$ cat config.mk
export PLATFORM = sky130hd
export DESIGN_NAME = alu_exec_unit_flat
export DESIGN_NICKNAME = d
export VERILOG_FILES = /design/src/rtl/alu_exec_if.sv /design/src/rtl/alu_exec_unit.sv /design/src/flat_wrapper.sv
export SDC_FILE = /design/constraint.sdc
export NUM_CORES = 1
export LEC_CHECK = 0
export ABC_AREA = 1
export BUFFER_PORTS_ARGS = -buffer_cell sky130_fd_sc_hd__buf_2
export CAP_MARGIN = 10
export CORE_MARGIN = 3
export CORE_UTILIZATION = 50
export CTS_CLUSTER_SIZE = 14
export DETAILED_ROUTE_END_ITERATION = 8
export HOLD_SLACK_MARGIN = 0.06
export PLACE_DENSITY = 0.76
export SLEW_MARGIN = 20
export SYNTH_ARGS = -nofsm -noshare
export SYNTH_HDL_FRONTEND = slang
export SYNTH_SLANG_ARGS = --single-unit
$ cat constraint.sdc
create_clock -name clk -period 6.7 [get_ports clk]
set_input_delay 0.67 -clock clk [delete_from_list [all_inputs] [get_ports clk]]
set_output_delay 0.67 -clock clk [all_outputs]
set_load 0.02 [all_outputs]
$ cat src/rtl/alu_exec_if.sv
`default_nettype none
// ============================================================================
//  Module      : alu_exec_if
//  Description : Handshake/data bundle between the ALU control stage, the
//                multi-cycle execute unit and the writeback/branch consumer.
//                  in_valid/in_ready  - operation handshake (issuer -> unit)
//                  alu_sel, op_a/op_b - operation code and operands
//                  out_valid/out_ready- result handshake (unit -> consumer)
//                  result, zf/cf/vf/sf- result and compare flags of op_a-op_b
//                  busy               - unit is not idle
//                Modports: master (issuer/consumer side), slave (execute unit).
//  Revision    : 1.0 - initial release
// ============================================================================
interface alu_exec_if #(
  parameter int WIDTH = 32
);
  logic             in_valid;
  logic             in_ready;
  logic [3:0]       alu_sel;
  logic [WIDTH-1:0] op_a;
  logic [WIDTH-1:0] op_b;
  logic             out_valid;
  logic             out_ready;
  logic [WIDTH-1:0] result;
  logic             zf;
  logic             cf;
  logic             vf;
  logic             sf;
  logic             busy;

  modport master (
    output in_valid, alu_sel, op_a, op_b, out_ready,
    input  in_ready, out_valid, result, zf, cf, vf, sf, busy
  );

  modport slave (
    input  in_valid, alu_sel, op_a, op_b, out_ready,
    output in_ready, out_valid, result, zf, cf, vf, sf, busy
  );
endinterface
`default_nettype wire

$ cat src/rtl/alu_exec_unit.sv
`default_nettype none
// ============================================================================
//  Module      : alu_exec_unit
//  Description : Multi-cycle execute stage. Logic/arithmetic ops complete in
//                one cycle, shifts iterate one bit per cycle, optional MUL is
//                an iterative shift-add over WIDTH cycles. Compare flags of
//                op_a - op_b are captured when an operation is accepted.
//  Ports       : clk   - clock, rising edge
//                rst_n - synchronous active-low reset
//                bus   - alu_exec_if.slave (valid/ready in, operands,
//                        valid/ready out, result, flags, busy)
//  Config      : define ALU_EXEC_MUL_EN to enable MUL on alu_sel 4'b0010;
//                otherwise that code is treated as unsupported (result 0).
//  Revision    : 1.0 - initial release
// ============================================================================
module alu_exec_unit #(
  parameter int WIDTH = 32
) (
  input  wire logic  clk,
  input  wire logic  rst_n,
  alu_exec_if.slave  bus
);

  localparam int c_shw = $clog2(WIDTH);
  // One extra bit so the counter can also hold WIDTH for the multiplier.
  localparam int c_cw  = c_shw + 1;

  localparam logic [3:0] c_add  = 4'b0000;
  localparam logic [3:0] c_sub  = 4'b0001;
  localparam logic [3:0] c_pass = 4'b0011;
  localparam logic [3:0] c_or   = 4'b0100;
  localparam logic [3:0] c_and  = 4'b0101;
  localparam logic [3:0] c_xor  = 4'b0111;
  localparam logic [3:0] c_srl  = 4'b1000;
  localparam logic [3:0] c_sll  = 4'b1001;
  localparam logic [3:0] c_sra  = 4'b1010;
  localparam logic [3:0] c_slt  = 4'b1101;
  localparam logic [3:0] c_sltu = 4'b1111;

  typedef enum logic [1:0] {
    S_IDLE  = 2'd0,
    S_SHIFT = 2'd1,
    S_DONE  = 2'd2
`ifdef ALU_EXEC_MUL_EN
    , S_MUL = 2'd3
`endif
  } state_t;

  state_t            r_state;
  logic [WIDTH-1:0]  r_result;
  logic [WIDTH-1:0]  r_work;
  logic [c_cw-1:0]   r_cnt;
  logic [3:0]        r_sel;
  logic              r_zf, r_cf, r_vf, r_sf;
  logic              r_out_valid;

`ifdef ALU_EXEC_MUL_EN
  localparam logic [c_cw-1:0] c_mul_cnt = c_cw'(WIDTH);
  logic [WIDTH-1:0]  r_acc;
  logic [WIDTH-1:0]  r_mcand;
  logic [WIDTH-1:0]  r_mplier;
  logic [WIDTH-1:0]  w_mul_next;
`endif

  logic [WIDTH:0]    w_diff_full;
  logic [WIDTH-1:0]  w_diff;
  logic              w_zf, w_cf, w_vf, w_sf;
  logic [c_shw-1:0]  w_shamt;
  logic              w_accept;
  logic              w_is_shift;
  logic [WIDTH-1:0]  w_quick;
  logic [WIDTH-1:0]  w_shift_next;

  // Flags come from D = op_a + ~op_b + 1; bit WIDTH is the carry-out.
  assign w_diff_full = {1'b0, bus.op_a} + {1'b0, ~bus.op_b} + {{WIDTH{1'b0}}, 1'b1};
  assign w_diff      = w_diff_full[WIDTH-1:0];
  assign w_cf        = w_diff_full[WIDTH];
  assign w_zf        = (w_diff == '0);
  assign w_sf        = w_diff[WIDTH-1];
  assign w_vf        = (bus.op_a[WIDTH-1] != bus.op_b[WIDTH-1]) &&
                       (w_diff[WIDTH-1] != bus.op_a[WIDTH-1]);
  assign w_shamt     = bus.op_b[c_shw-1:0];
  assign w_accept    = bus.in_valid && (r_state == S_IDLE);
  assign w_is_shift  = (bus.alu_sel == c_srl) || (bus.alu_sel == c_sll) ||
                       (bus.alu_sel == c_sra);

  // Result of every op that finishes in the accept cycle. A shift only lands
  // here with a zero shift amount, so it passes op_a through unchanged.
  always_comb begin
    w_quick = '0;
    case (bus.alu_sel)
      c_add:                  w_quick = bus.op_a + bus.op_b;
      c_sub:                  w_quick = w_diff;
      c_pass:                 w_quick = bus.op_b;
      c_or:                   w_quick = bus.op_a | bus.op_b;
      c_and:                  w_quick = bus.op_a & bus.op_b;
      c_xor:                  w_quick = bus.op_a ^ bus.op_b;
      c_srl, c_sll, c_sra:    w_quick = bus.op_a;
      c_slt:                  w_quick = {{(WIDTH-1){1'b0}}, w_sf ^ w_vf};
      c_sltu:                 w_quick = {{(WIDTH-1){1'b0}}, ~w_cf};
      default:                w_quick = '0;
    endcase
  end

  always_comb begin
    w_shift_next = {r_work[WIDTH-1], r_work[WIDTH-1:1]};
    case (r_sel)
      c_srl:   w_shift_next = {1'b0, r_work[WIDTH-1:1]};
      c_sll:   w_shift_next = {r_work[WIDTH-2:0], 1'b0};
      default: w_shift_next = {r_work[WIDTH-1], r_work[WIDTH-1:1]};
    endcase
  end

`ifdef ALU_EXEC_MUL_EN
  assign w_mul_next = r_acc + (r_mplier[0] ? r_mcand : '0);
`endif

  always_ff @(posedge clk) begin
    if (!rst_n) begin
      r_state     <= S_IDLE;
      r_result    <= '0;
      r_work      <= '0;
      r_cnt       <= '0;
      r_sel       <= '0;
      r_zf        <= 1'b0;
      r_cf        <= 1'b0;
      r_vf        <= 1'b0;
      r_sf        <= 1'b0;
      r_out_valid <= 1'b0;
`ifdef ALU_EXEC_MUL_EN
      r_acc       <= '0;
      r_mcand     <= '0;
      r_mplier    <= '0;
`endif
    end else begin
      case (r_state)
        S_IDLE: begin
          if (w_accept) begin
            r_zf   <= w_zf;
            r_cf   <= w_cf;
            r_vf   <= w_vf;
            r_sf   <= w_sf;
            r_sel  <= bus.alu_sel;
            r_work <= bus.op_a;
            r_cnt  <= {1'b0, w_shamt};
            if (w_is_shift && (w_shamt != '0)) begin
              r_state <= S_SHIFT;
            end
`ifdef ALU_EXEC_MUL_EN
            else if (bus.alu_sel == 4'b0010) begin
              r_state  <= S_MUL;
              r_cnt    <= c_mul_cnt;
              r_acc    <= '0;
              r_mcand  <= bus.op_a;
              r_mplier <= bus.op_b;
            end
`endif
            else begin
              r_result    <= w_quick;
              r_out_valid <= 1'b1;
              r_state     <= S_DONE;
            end
          end
        end
        S_SHIFT: begin
          r_work <= w_shift_next;
          r_cnt  <= r_cnt - c_cw'(1);
          if (r_cnt == c_cw'(1)) begin
            r_result    <= w_shift_next;
            r_out_valid <= 1'b1;
            r_state     <= S_DONE;
          end
        end
`ifdef ALU_EXEC_MUL_EN
        S_MUL: begin
          r_acc    <= w_mul_next;
          r_mcand  <= {r_mcand[WIDTH-2:0], 1'b0};
          r_mplier <= {1'b0, r_mplier[WIDTH-1:1]};
          r_cnt    <= r_cnt - c_cw'(1);
          if (r_cnt == c_cw'(1)) begin
            r_result    <= w_mul_next;
            r_out_valid <= 1'b1;
            r_state     <= S_DONE;
          end
        end
`endif
        S_DONE: begin
          if (bus.out_ready) begin
            r_out_valid <= 1'b0;
            r_state     <= S_IDLE;
          end
        end
        default: r_state <= S_IDLE;
      endcase
    end
  end

  // in_ready is gated by rst_n so no operation appears accepted during reset.
  assign bus.in_ready  = rst_n && (r_state == S_IDLE);
  assign bus.busy      = (r_state != S_IDLE);
  assign bus.out_valid = r_out_valid;
  assign bus.result    = r_result;
  assign bus.zf        = r_zf;
  assign bus.cf        = r_cf;
  assign bus.vf        = r_vf;
  assign bus.sf        = r_sf;

endmodule
`default_nettype wire
$ cat src/flat_wrapper.sv
// flat-port wrapper written by rule: the top's interface ports become plain ports
module alu_exec_unit_flat 
#(
  parameter int WIDTH = 32
)
  (clk, rst_n, bus_in_valid, bus_alu_sel, bus_op_a, bus_op_b, bus_out_ready, bus_in_ready, bus_out_valid, bus_result, bus_zf, bus_cf, bus_vf, bus_sf, bus_busy);
  alu_exec_if #(.WIDTH(WIDTH)) bus_i ();
  input  wire logic clk;
  input  wire logic rst_n;
  input wire logic [$bits(bus_i.in_valid)-1:0] bus_in_valid;
  input wire logic [$bits(bus_i.alu_sel)-1:0] bus_alu_sel;
  input wire logic [$bits(bus_i.op_a)-1:0] bus_op_a;
  input wire logic [$bits(bus_i.op_b)-1:0] bus_op_b;
  input wire logic [$bits(bus_i.out_ready)-1:0] bus_out_ready;
  output wire logic [$bits(bus_i.in_ready)-1:0] bus_in_ready;
  output wire logic [$bits(bus_i.out_valid)-1:0] bus_out_valid;
  output wire logic [$bits(bus_i.result)-1:0] bus_result;
  output wire logic [$bits(bus_i.zf)-1:0] bus_zf;
  output wire logic [$bits(bus_i.cf)-1:0] bus_cf;
  output wire logic [$bits(bus_i.vf)-1:0] bus_vf;
  output wire logic [$bits(bus_i.sf)-1:0] bus_sf;
  output wire logic [$bits(bus_i.busy)-1:0] bus_busy;
  assign bus_i.in_valid = bus_in_valid;
  assign bus_i.alu_sel = bus_alu_sel;
  assign bus_i.op_a = bus_op_a;
  assign bus_i.op_b = bus_op_b;
  assign bus_i.out_ready = bus_out_ready;
  assign bus_in_ready = bus_i.in_ready;
  assign bus_out_valid = bus_i.out_valid;
  assign bus_result = bus_i.result;
  assign bus_zf = bus_i.zf;
  assign bus_cf = bus_i.cf;
  assign bus_vf = bus_i.vf;
  assign bus_sf = bus_i.sf;
  assign bus_busy = bus_i.busy;
  alu_exec_unit #(.WIDTH(WIDTH)) u_core (.clk(clk), .rst_n(rst_n), .bus(bus_i));
endmodule
=== Word level (Yosys, flattened, before mapping) ===
Cells that the tools add are included.

* Logic and storage cells: 80
* Input port bits: 72
* Output and inout bits: 39
* Flip-flop bits (word level): 81

* Multiplexer cells: 20
* Equality and inequality tests: 21
* Reduce and logical (&&, ||, !) cells: 19
* Bitwise logic cells: 6
* Add/subtract/negate cells: 4

{| class="wikitable"
|+ Operator list
! cell !! number
|-
| 32-bit case mux with 9 select lines || 1
|-
| 32-bit case mux with 2 select lines || 3
|-
| 32-bit 2-to-1 mux || 4
|-
| 32-bit by 32-bit adder with 33-bit output || 1
|-
| 33-bit by 1-bit adder with 33-bit output, second input constant || 1
|-
| 32-bit adder || 1
|-
| 32-bit AND || 1
|-
| 32-bit zero test || 1
|-
| 32-bit inverter || 1
|-
| 32-bit bitwise OR || 1
|-
| 32-bit XOR || 1
|-
| 4-bit == test, second input constant || 7
|-
| 4-bit by 3-bit == test with 1-bit output, second input constant || 3
|-
| 6-bit case mux with 2 select lines || 1
|-
| 2-bit 2-to-1 mux || 4
|-
| 6-bit by 1-bit == test with 1-bit output, second input constant || 1
|-
| 6-bit 2-to-1 mux || 1
|-
| 2-bit case mux with 3 select lines || 1
|-
| 6-bit by 1-bit subtractor with 6-bit output, second input constant || 1
|-
| 5-bit AND reduction || 1
|-
| 5-bit nonzero test || 1
|-
| 4-bit by 1-bit == test with 1-bit output, second input constant || 1
|-
| 4-bit by 2-bit == test with 1-bit output, second input constant || 1
|-
| 1-bit logical AND || 4
|-
| 18 further kinds || 27
|}

=== Logic depth before layout (Yosys ltp) ===
Gate-level depths: netlist of the first run.

* Depth in word-level cells: 10
* Gate-level depth with buffers: 24
* Mapped depth without buffers: 23

=== Worst setup path after synthesis of the first run ===
No wires, ideal clock.

* Kind: input -> register
* Start: in bus_op_b[10]
* End: reg u_core.r_zf, in the netlist u_core.bus.zf
* Setup slack: 3327 ps
* Cell stages on the path: 22
* Arrival time: 3306 ps
* Path buffers: 1
* Required time: 6633 ps
* Library setup time: 67 ps
* Cell sequence: inv_1 ha_1 buf_6 nor2_2 nand2_2 nor2_1 nand2_1 nand3_2 nand2_1 nand2_1 a21oi_1 o21bai_1 fa_1 nor3_1 nand3_1 nor2_1 nand3_1 nor2_1 nand3_1 nor3_2 nand3_1 a21oi_2

* Word-level cells in the longest chain between the ends: 4

{| class="wikitable"
|+ Ends and longest elaborated chain
! element !! line !! source
|-
| from (decl) || flat_wrapper.sv:13 || <nowiki>input wire logic [$bits(bus_i.op_b)-1:0] bus_op_b;</nowiki>
|-
| 32-bit inverter || alu_exec_unit.sv:75 || <nowiki>assign w_diff_full = {1'b0, bus.op_a} + {1'b0, ~bus.op_b} + {{WIDTH{1'b0}}, 1'b1};</nowiki>
|-
| 32-bit by 32-bit adder with 33-bit output || alu_exec_unit.sv:75 ||
|-
| 33-bit by 1-bit adder with 33-bit output || alu_exec_unit.sv:75 ||
|-
| net u_core.w_diff_full[31] || alu_exec_unit.sv:65 || <nowiki>logic [WIDTH:0] w_diff_full;</nowiki>
|-
| 32-bit zero test || alu_exec_unit.sv:78 || <nowiki>assign w_zf = (w_diff == '0);</nowiki>
|-
| to (signal assigned) || alu_exec_unit.sv:139 || <nowiki>r_zf <= w_zf;</nowiki>
|-
| to (decl) || alu_exec_unit.sv:54 || <nowiki>logic r_zf, r_cf, r_vf, r_sf;</nowiki>
|}

The timed path passes the listed nets, and every way through them passes these cells.
A chain may end at the register's enable or synchronous reset.

=== Worst setup path in the final report of the first run ===
* Start: in bus_op_a[25]
* End: reg u_core.r_zf, in the netlist u_core.bus.zf

* Word-level cells in the longest chain between the ends: 3

{| class="wikitable"
|+ Ends and longest elaborated chain
! element !! line !! source
|-
| from (decl) || flat_wrapper.sv:12 || <nowiki>input wire logic [$bits(bus_i.op_a)-1:0] bus_op_a;</nowiki>
|-
| 32-bit by 32-bit adder with 33-bit output || alu_exec_unit.sv:75 ||
|-
| 33-bit by 1-bit adder with 33-bit output || alu_exec_unit.sv:75 ||
|-
| net u_core.w_diff_full[31] || alu_exec_unit.sv:65 ||
|-
| 32-bit zero test || alu_exec_unit.sv:78 ||
|}

The timed path passes the listed nets, and every way through them passes these cells.

==> reports/results.ini, run 1 <==
[sta]
hold_violations = 0
fin_crit_sh_pct = 59.7
post-route-min-period_ps = 4000
slew_viol_final = 0
relSlewSlack_pct = 43.4
finalClockSkew_ps = 8.62
final.setup.tns_ps = 0
rsz0062_at_grt = false
max_freq_mhz = 250
tightest_slew_ps = 848
setup_viol = 0

[routing]
dr.pass1.iters = 5
via_per_inst = 5.93
drt_wl_total_um = 43300
wl_per_cell_um = 21.3
vias = 12100
drt-initial-drc-count = 1312
drc = 0
ant_nets = 0

[clocking]
cts-hold-fix-buffers = 0
cts_tree = yes
post_cts_buffers = 0
clk_latency_ps = 340
cts_sinks = 81
cts-buffers-inserted = 9
h-tree-depth = 3
cts_root_buffer = clkbuf_16
path_clk_slew_ps = 70
cts_resized = 0
clock_path_buffers = 2

[synth]
syn_avg_cell_area_um2 = 5.86
yosysWarningCount = 0
syn_inst = 1705
synth_edf_count = 0
yosys_register_bits = 81
ys_types = 50
yosys_most_used_dff = dfxtp_1
yosysMostFrequentCell = nand2_1
synthArstFlopShare_pct = 0
synth_top_area_share_pct = 16.2
yosysTopAreaCell = dfxtp_1
synthesis.area_um2 = 9990
yosys-top-cells-count = nand2_1, inv_1, nor2_1
synthTopCellsByArea = dfxtp_1, nand2_1, ha_1
synth_nets = 1878
synth-seq-area-share_pct = 16.2

[global_routing]
grt.overflow.total = 0
grt_pass1_wl_um = 64800
antenna_found_initial = 0
grt_max_degree = 62
grt_pass1_vias = 11200
grt_use_total_pct = 38.5

[critical_path]
rr_worst_depth = 11
cp_common_cell = nand3_1
critPathBufInv = 3
reg2reg_to = u_core.bus.result[18]
critPathMaxStageDelay_ps = 500
endpoint = u_core.bus.zf
critical_path_depth = 21
start_kind = input port
crit_required_ps = 6970
endpoint_kind = register
critPathArrivalTime_ps = 4270
critPathLaunch = bus_op_a[25]
worstPathMaxFanout = 7
r2r_start = u_core.r_state[1]
critPathKind = in2reg
crit_family = simple AND/OR/NAND/NOR gates
crit_chain = buf_2 > inv_1 > ha_1 > inv_1 > nand2_1 > nor3_1 > and3_1 > nand2_1 > nand2_1 > a21oi_1 > o21bai_1 > fa_1 > nor3_1 > nand3_1 > nor2_1 > nand3_1 > nor2_1 > nand3_1 > nor3_2 > nand3_1 > a21oi_2
critPathSlowestCell = fa_1
r2r_setup_slack_ps = 4060

[layout]
final_cells = 2035
fin_util_pct = 56.3
nets = 1938
antenna_cells = 0
area_growth_pct = 9.94
drive_gt1_share_pct = 10.7

[die]
start_util_pct = 51.2
fp.dieArea_um2 = 21700
core_area_um2 = 19500
std_cell_rows = 51
die_h_um = 147
fp.dieW_um = 147
ios = 111

[run_status]
status = complete, no violations

[place]
port_buffers = 110
hpwl_um = 34100
gp_congestion = 1.08
dp.cells = 2019

[hold_path]
hold_path_class = reg2reg

[job]
maxCapViolations = 0

[power]
power_mw = 2.31
p_leak_nw = 5.47
vdd_drop_max_mv = 0.180
power_density_nw_per_um2 = 210

-- registers in the layout, summed over array words and instances (netlist names) --
| signal | count |
|---|---|
| u_core.bus.vf | 1 |
| u_core.bus.cf | 1 |
| u_core.r_cnt | 6 |
| u_core.r_state | 2 |
| u_core.r_work | 32 |
| u_core.bus.result | 32 |
| u_core.bus.zf | 1 |
| u_core.bus.sf | 1 |
| u_core.r_sel | 4 |
| u_core.bus.out_valid | 1 |
-- through the flow --
stage / instance area [um2] / hold WS, ps / setup slack [ps]
after detailed placement: 10600 / 473 / 2420
after global routing: 11000 / 512 / 2400
after global placement: 10600 / 467 / 2550
after CTS: 11000 / 484 / 2770
final: 11000 / 484 / 2700
after floorplan: 9990 / 430 / 3330
-- how the worst min path moves through the flow --
stage / start / end / cells after the start
floorplan: u_core.r_sel[0] / u_core.r_sel[0] / 2
CTS: u_core.r_sel[0] / u_core.r_sel[0] / 2
detailed placement: u_core.r_sel[3] / u_core.r_sel[3] / 2
global placement: u_core.r_sel[0] / u_core.r_sel[0] / 2
finish: u_core.r_sel[0] / u_core.r_sel[0] / 2
global route: u_core.r_sel[0] / u_core.r_sel[0] / 2
-- cells by family (layout without fill, tap and decap cells) --
group	Yosys count	in the layout	synth area share (%)
adders and majority gates	101	101	12.9
DFF	81	81	16.2
buffers and inverters	327	392	13.2
AOI/OAI and AO/OA	431	431	24.8
and+or+nand+nor	757	757	32.2
xor gates and xnor gates	8	8	0.701
-- power breakdown --
part | total [mW] | internal (mW) | switching (mW)
sequential | 0.620 | 0.571 | 0.0489
clock | 0.611 | 0.403 | 0.208
combinational | 1.08 | 0.311 | 0.767
total | 2.31 | 1.29 | 1.02
-- worst reg2reg max path: cells and delay by family (launching register included) --
family          cells  cell delay [ps]
buf+inv             5              950
simple gates        4              840
flops               1              430
compound gates      2              290
-- placed cells by master, fill, tap and decap left out, types with 4 or more instances in the layout --
cell type / netlist / routed
nand2_1: 378 / 378
inv_1: 241 / 241
nor2_1: 171 / 168
o21ai_0: 139 / 139
a21oi_1: 129 / 129
nand3_1: 118 / 118
buf_2: 17 / 110
ha_1: 98 / 98
dfxtp_1: 81 / 81
o22ai_1: 65 / 65
nor3_1: 34 / 34
a31oi_1: 26 / 26
o21a_1: 22 / 22
nand4_1: 20 / 20
nor2_2: 14 / 17
buf_4: 7 / 16
o211ai_1: 12 / 12
clkbuf_16: 0 / 9
o21bai_1: 8 / 8
xor2_1: 8 / 8
inv_2: 7 / 7
a211oi_1: 7 / 7
nand3_2: 6 / 6
nand2_2: 4 / 4
a311oi_1: 4 / 4
bufinv_16: 0 / 4
-- layer usage --
layer	vias to the layer above	GRT usage, %	routed length (um)
met4	0	25.4	3400
met3	158	4.26	3530
met2	673	62.7	19400
li1	5779	-	-
met5	-	0	0
met1	5459	48.1	17000
-- layout make-up --
class | count | area [um2]
Timing Repair Buffer | 126 | 671
Fill cell | 2009 | 8540
Multi-Input combinational cell | 1297 | 7060
Sequential cell | 81 | 1620
Tap cell | 265 | 332
Inverter | 250 | 938
Clock inverter | 7 | 141
Clock buffer | 9 | 225
No activity file was read; power rests on OpenSTA's default activity.
==> inputs of run 2 (changes only) <==
Settings changed: ABC_AREA 1 to 0, PLACE_DENSITY 0.76 to 0.79.
Clock period 6.7 ns to 3.4 ns, I/O delays scaled along.
==> run 2 against run 1 <==
  * The run now ends with setup timing left
  * Hold slack worse by 150 ps
  * Largest cell class unchanged
  * Critical endpoint unchanged
  * Clock power grew 75%
  * Sequential power is 79% higher
  * Synthesized cell count down 19%
  * First-iteration DRC count increased by 27%
==> reports/results.ini, run 2 <==
[layout]
drive_gt1_share_pct = 31.6  ; was 10.7%
area_growth_pct = 37.6  ; was 9.94%
nFillCells = 1579  ; was 2,009
nets = 1898  ; was 1,938
antenna_cells = 0  ; unchanged
mostFrequentLayoutCells = buf_4, nand2_1, a21oi_1, buf_2, nor2_1  ; was nand2_1, inv_1, nor2_1, o21ai_0, a21oi_1
layout_commonest_cell = buf_4  ; was nand2_1
design_area_um2 = 13400  ; was 11,000 um2

[power]
swShare_pct = 40.4  ; was 44.3%
p_int_mw = 2.62  ; was 1.29 mW
p_leak_nw = 6.00  ; was 5.47 nW
power_frac_comb_pct = 50.4  ; was 46.7%
power_density_nw_per_um2 = 328  ; was 210 nW/um2
vdd_drop_max_mv = 0.273  ; was 0.180 mV
power_switching_mw = 1.78  ; was 1.02 mW
pwr-share-seq_pct = 25.2  ; was 26.9%
p_clk_share_pct = 24.4  ; was 26.5%

[sta]
fin_crit_sh_pct = 134
post-route-min-period_ps = 4560
finalClockSkew_ps = 9.03  ; was 8.62 ps
slew_viol_final = 0  ; unchanged
layout_setup_ws_ps = -1160  ; was 2700 ps
hold_violations = 0  ; unchanged
setup_viol = 1  ; was 0
final.setup.tns_ps = -1160  ; was 0 ps
tightest_slew_ps = 957  ; was 848 ps
rsz0062_at_grt = true  ; was false
max_freq_mhz = 219
relSlewSlack_pct = 36.1  ; was 43.4%

[synth]
synthesis.area_um2 = 9730  ; was 9990 um2
syn_avg_cell_area_um2 = 7.01  ; was 5.86 um2
yosys_most_used_dff = dfxtp_1  ; unchanged
synth_nets = 1561  ; was 1,878
yosys-top-cells-count = nand2_1, a21oi_1, nor2_1  ; was nand2_1, inv_1, nor2_1
yosysWarningCount = 0  ; unchanged
yosysTopAreaCell = dfxtp_1  ; unchanged
syn_inst = 1388  ; was 1,705
synth_edf_count = 0  ; unchanged
synth-seq-area-share_pct = 16.7  ; was 16.2%
yosysMostFrequentCell = nand2_1  ; unchanged
synthTopCellsByArea = dfxtp_1, ha_1, nand2_1  ; was dfxtp_1, nand2_1, ha_1
ys_types = 87  ; was 50
yosys_register_bits = 81  ; unchanged
synthArstFlopShare_pct = 0  ; unchanged
synth_top_area_share_pct = 16.7  ; was 16.2%

[critical_path]
start_kind = input port  ; unchanged
cp_common_cell = nand4_1  ; was nand3_1
worstPathMaxFanout = 3  ; was 7
critPathBufInv = 2  ; was 3
crit_required_ps = 3690  ; was 6970 ps
critPathKind = in2reg  ; unchanged
critPathSlowestCell = or4_4  ; was fa_1
crit_chain = buf_8 > clkinvlp_4 > ha_4 > nor2_4 > o211ai_4 > a221oi_4 > nor2_2 > o221ai_2 > a31oi_2 > o31ai_2 > a21oi_1 > o21bai_1 > fa_1 > or4b_4 > a221oi_2 > nand4_1 > a211oi_1 > and4_1 > nand4_1 > or4_4 > nor4_2 > a31o_1  ; was buf_2 > inv_1 > ha_1 > inv_1 > nand2_1 > nor3_1 > and3_1 > nand2_1 > nand2_1 > a21oi_1 > o21bai_1 > fa_1 > nor3_1 > nand3_1 > nor2_1 > nand3_1 > nor2_1 > nand3_1 > nor3_2 > nand3_1 > a21oi_2
crit_family = simple AND/OR/NAND/NOR gates  ; unchanged
endpoint_kind = register  ; unchanged
critPathMaxStageDelay_ps = 540  ; was 500 ps
critPathArrivalTime_ps = 4860  ; was 4270 ps

[clocking]
cts_sinks = 81  ; unchanged
cts_tree = yes  ; unchanged
path_clk_slew_ps = 70  ; about the same
clock_path_buffers = 2  ; unchanged
cts-hold-fix-buffers = 0  ; unchanged
clk_latency_ps = 350  ; was 340 ps
cts-buffers-inserted = 9  ; unchanged
h-tree-depth = 3  ; unchanged
cts_root_buffer = clkbuf_16  ; unchanged

[run_status]
status = finished, violations left  ; was complete, no violations
violations = setup timing

[die]
fp.dieW_um = 146  ; was 147 um
ios = 111  ; unchanged
start_util_pct = 51.5  ; was 51.2%
fp.dieArea_um2 = 21200  ; was 21,700 um2
die_h_um = 146  ; was 147 um
core_area_um2 = 18900  ; was 19,500 um2
std_cell_rows = 50  ; was 51

[place]
place_area_um2 = 12700  ; was 10,600 um2
hpwl_um = 33400  ; was 34,100 um
gp_congestion = 1.07  ; was 1.08
port_buffers = 110  ; unchanged

[routing]
drc = 0  ; unchanged
drt-initial-drc-count = 1671  ; was 1,312
met1_length_um = 16300  ; was 17,000 um
wl_met2_um = 19300  ; was 19,400 um
drt_wl_total_um = 44000  ; was 43,300 um
ant_nets = 0  ; unchanged
wl_per_cell_um = 22.1  ; was 21.3 um
via_per_inst = 6.49  ; was 5.93
routed.top_layer = met4  ; unchanged
met3_length_um = 4970  ; was 3530 um
dr.pass1.iters = 8  ; was 5
vias = 12900  ; was 12,100

[global_routing]
grt_pass1_wl_um = 67600  ; was 64,800 um
grt.overflow.total = 0  ; unchanged
grt_pass1_vias = 12300  ; was 11,200
grt_use_total_pct = 39.6  ; was 38.5%
antenna_found_initial = 0  ; unchanged
grt_max_degree = 85  ; was 62

[job]
maxCapViolations = 0  ; unchanged

[hold_path]
hold_path_class = in2reg  ; was reg2reg

==> run 2: cell count changes in the layout (fill, tap and decap cells not counted), sizes merged, moves of 16 or more <==
cell / delta
buf: +301
nand2: -222
inv: -144
nand3: -102
nor2: -72
o22ai: -58
o21ai: -54
a221oi: +45
nor2b: +34
a22oi: +25
xnor2: +18
a21boi: +16
==> run 2: worst paths after layout <==
kind | from | to | slack (ps) | cells after the start
worst max register to register | u_core.r_state[0] | u_core.bus.zf | 680 | 10
worst max-delay path | bus_op_b[1] | u_core.bus.zf | -1160 | 22
worst min-delay path | bus_out_ready | u_core.r_state[1] | 330 | 3
worst min register to register | u_core.bus.out_valid | u_core.bus.out_valid | 460 | 2
==> run 2: final cells by class <==
| cell class | instances | area, um2 | area share, % |
|---|---|---|---|
| Clock buffer | 10 | 229 | 1.71 |
| Multi-Input combinational cell | 1101 | 7760 | 58.0 |
| Clock inverter | 6 | 91.3 | 0.682 |
| Tap cell | 260 | 325 | 2.43 |
| Timing Repair Buffer | 427 | 2960 | 22.1 |
| Sequential cell | 81 | 1620 | 12.1 |
| Inverter | 105 | 398 | 2.97 |
==> run 2: cells by family after synthesis <==
logic type,share of synthesized area [%]
flip-flops,16.7
buffers and inverters,8.34
AND/OR/NAND/NOR,22.2
AO/OA/AOI/OAI,36.8
XOR/XNOR,2.33
multiplexers,0.411
adder cells (fa/ha/maj),13.2
==> run 2: what timing repair did <==
action	in CTS	in global routing
pin swaps	12	16
setup endpoints to repair	9	15
cloned	0	0
resized for setup	30	30
buffers inserted	8	1
==> run 2: stage by stage <==
stage / std cells / power [mW] / utilization (%) / hold slack (ps) / worst slack, ps
finish: 1990 / 4.39 / 70.9 / 332 / -1160
floorplan: 1388 / 2.28 / - / 439 / -1460
CTS: 1990 / 4.30 / 70.1 / 335 / -1240
global route: 1990 / 4.58 / 70.9 / 341 / -1420
global placement: 1966 / 3.16 / 67.4 / 450 / -1640
detailed placement: 1966 / 3.19 / 67.4 / 456 / -1830
==> run 2: layer usage <==
| layer | track usage [%] | vias up |
|---|---|---|
| met2 | 62.7 | 955 |
| li1 | - | 5790 |
| met3 | 8.53 | 248 |
| met5 | 0 | - |
| met1 | 48.6 | 5920 |
| met4 | 25.8 | 0 |
==> run 2: power groups by stage <==
stage / sequential, mW / clock [mW] / combinational, mW
3_5_place_dp: 1.12 / 0 / 2.07
4_1_cts: 1.11 / 1.07 / 2.12
2_1_floorplan: 1.17 / 0 / 1.11
3_3_place_gp: 1.12 / 0 / 2.04
5_1_grt: 1.12 / 1.11 / 2.35
6_report: 1.11 / 1.07 / 2.21
==> run 2: tightest hold or removal path, stage by stage <==
cell	delay (ps)
buf_2	90
nor3b_1	40
o21a_1	150
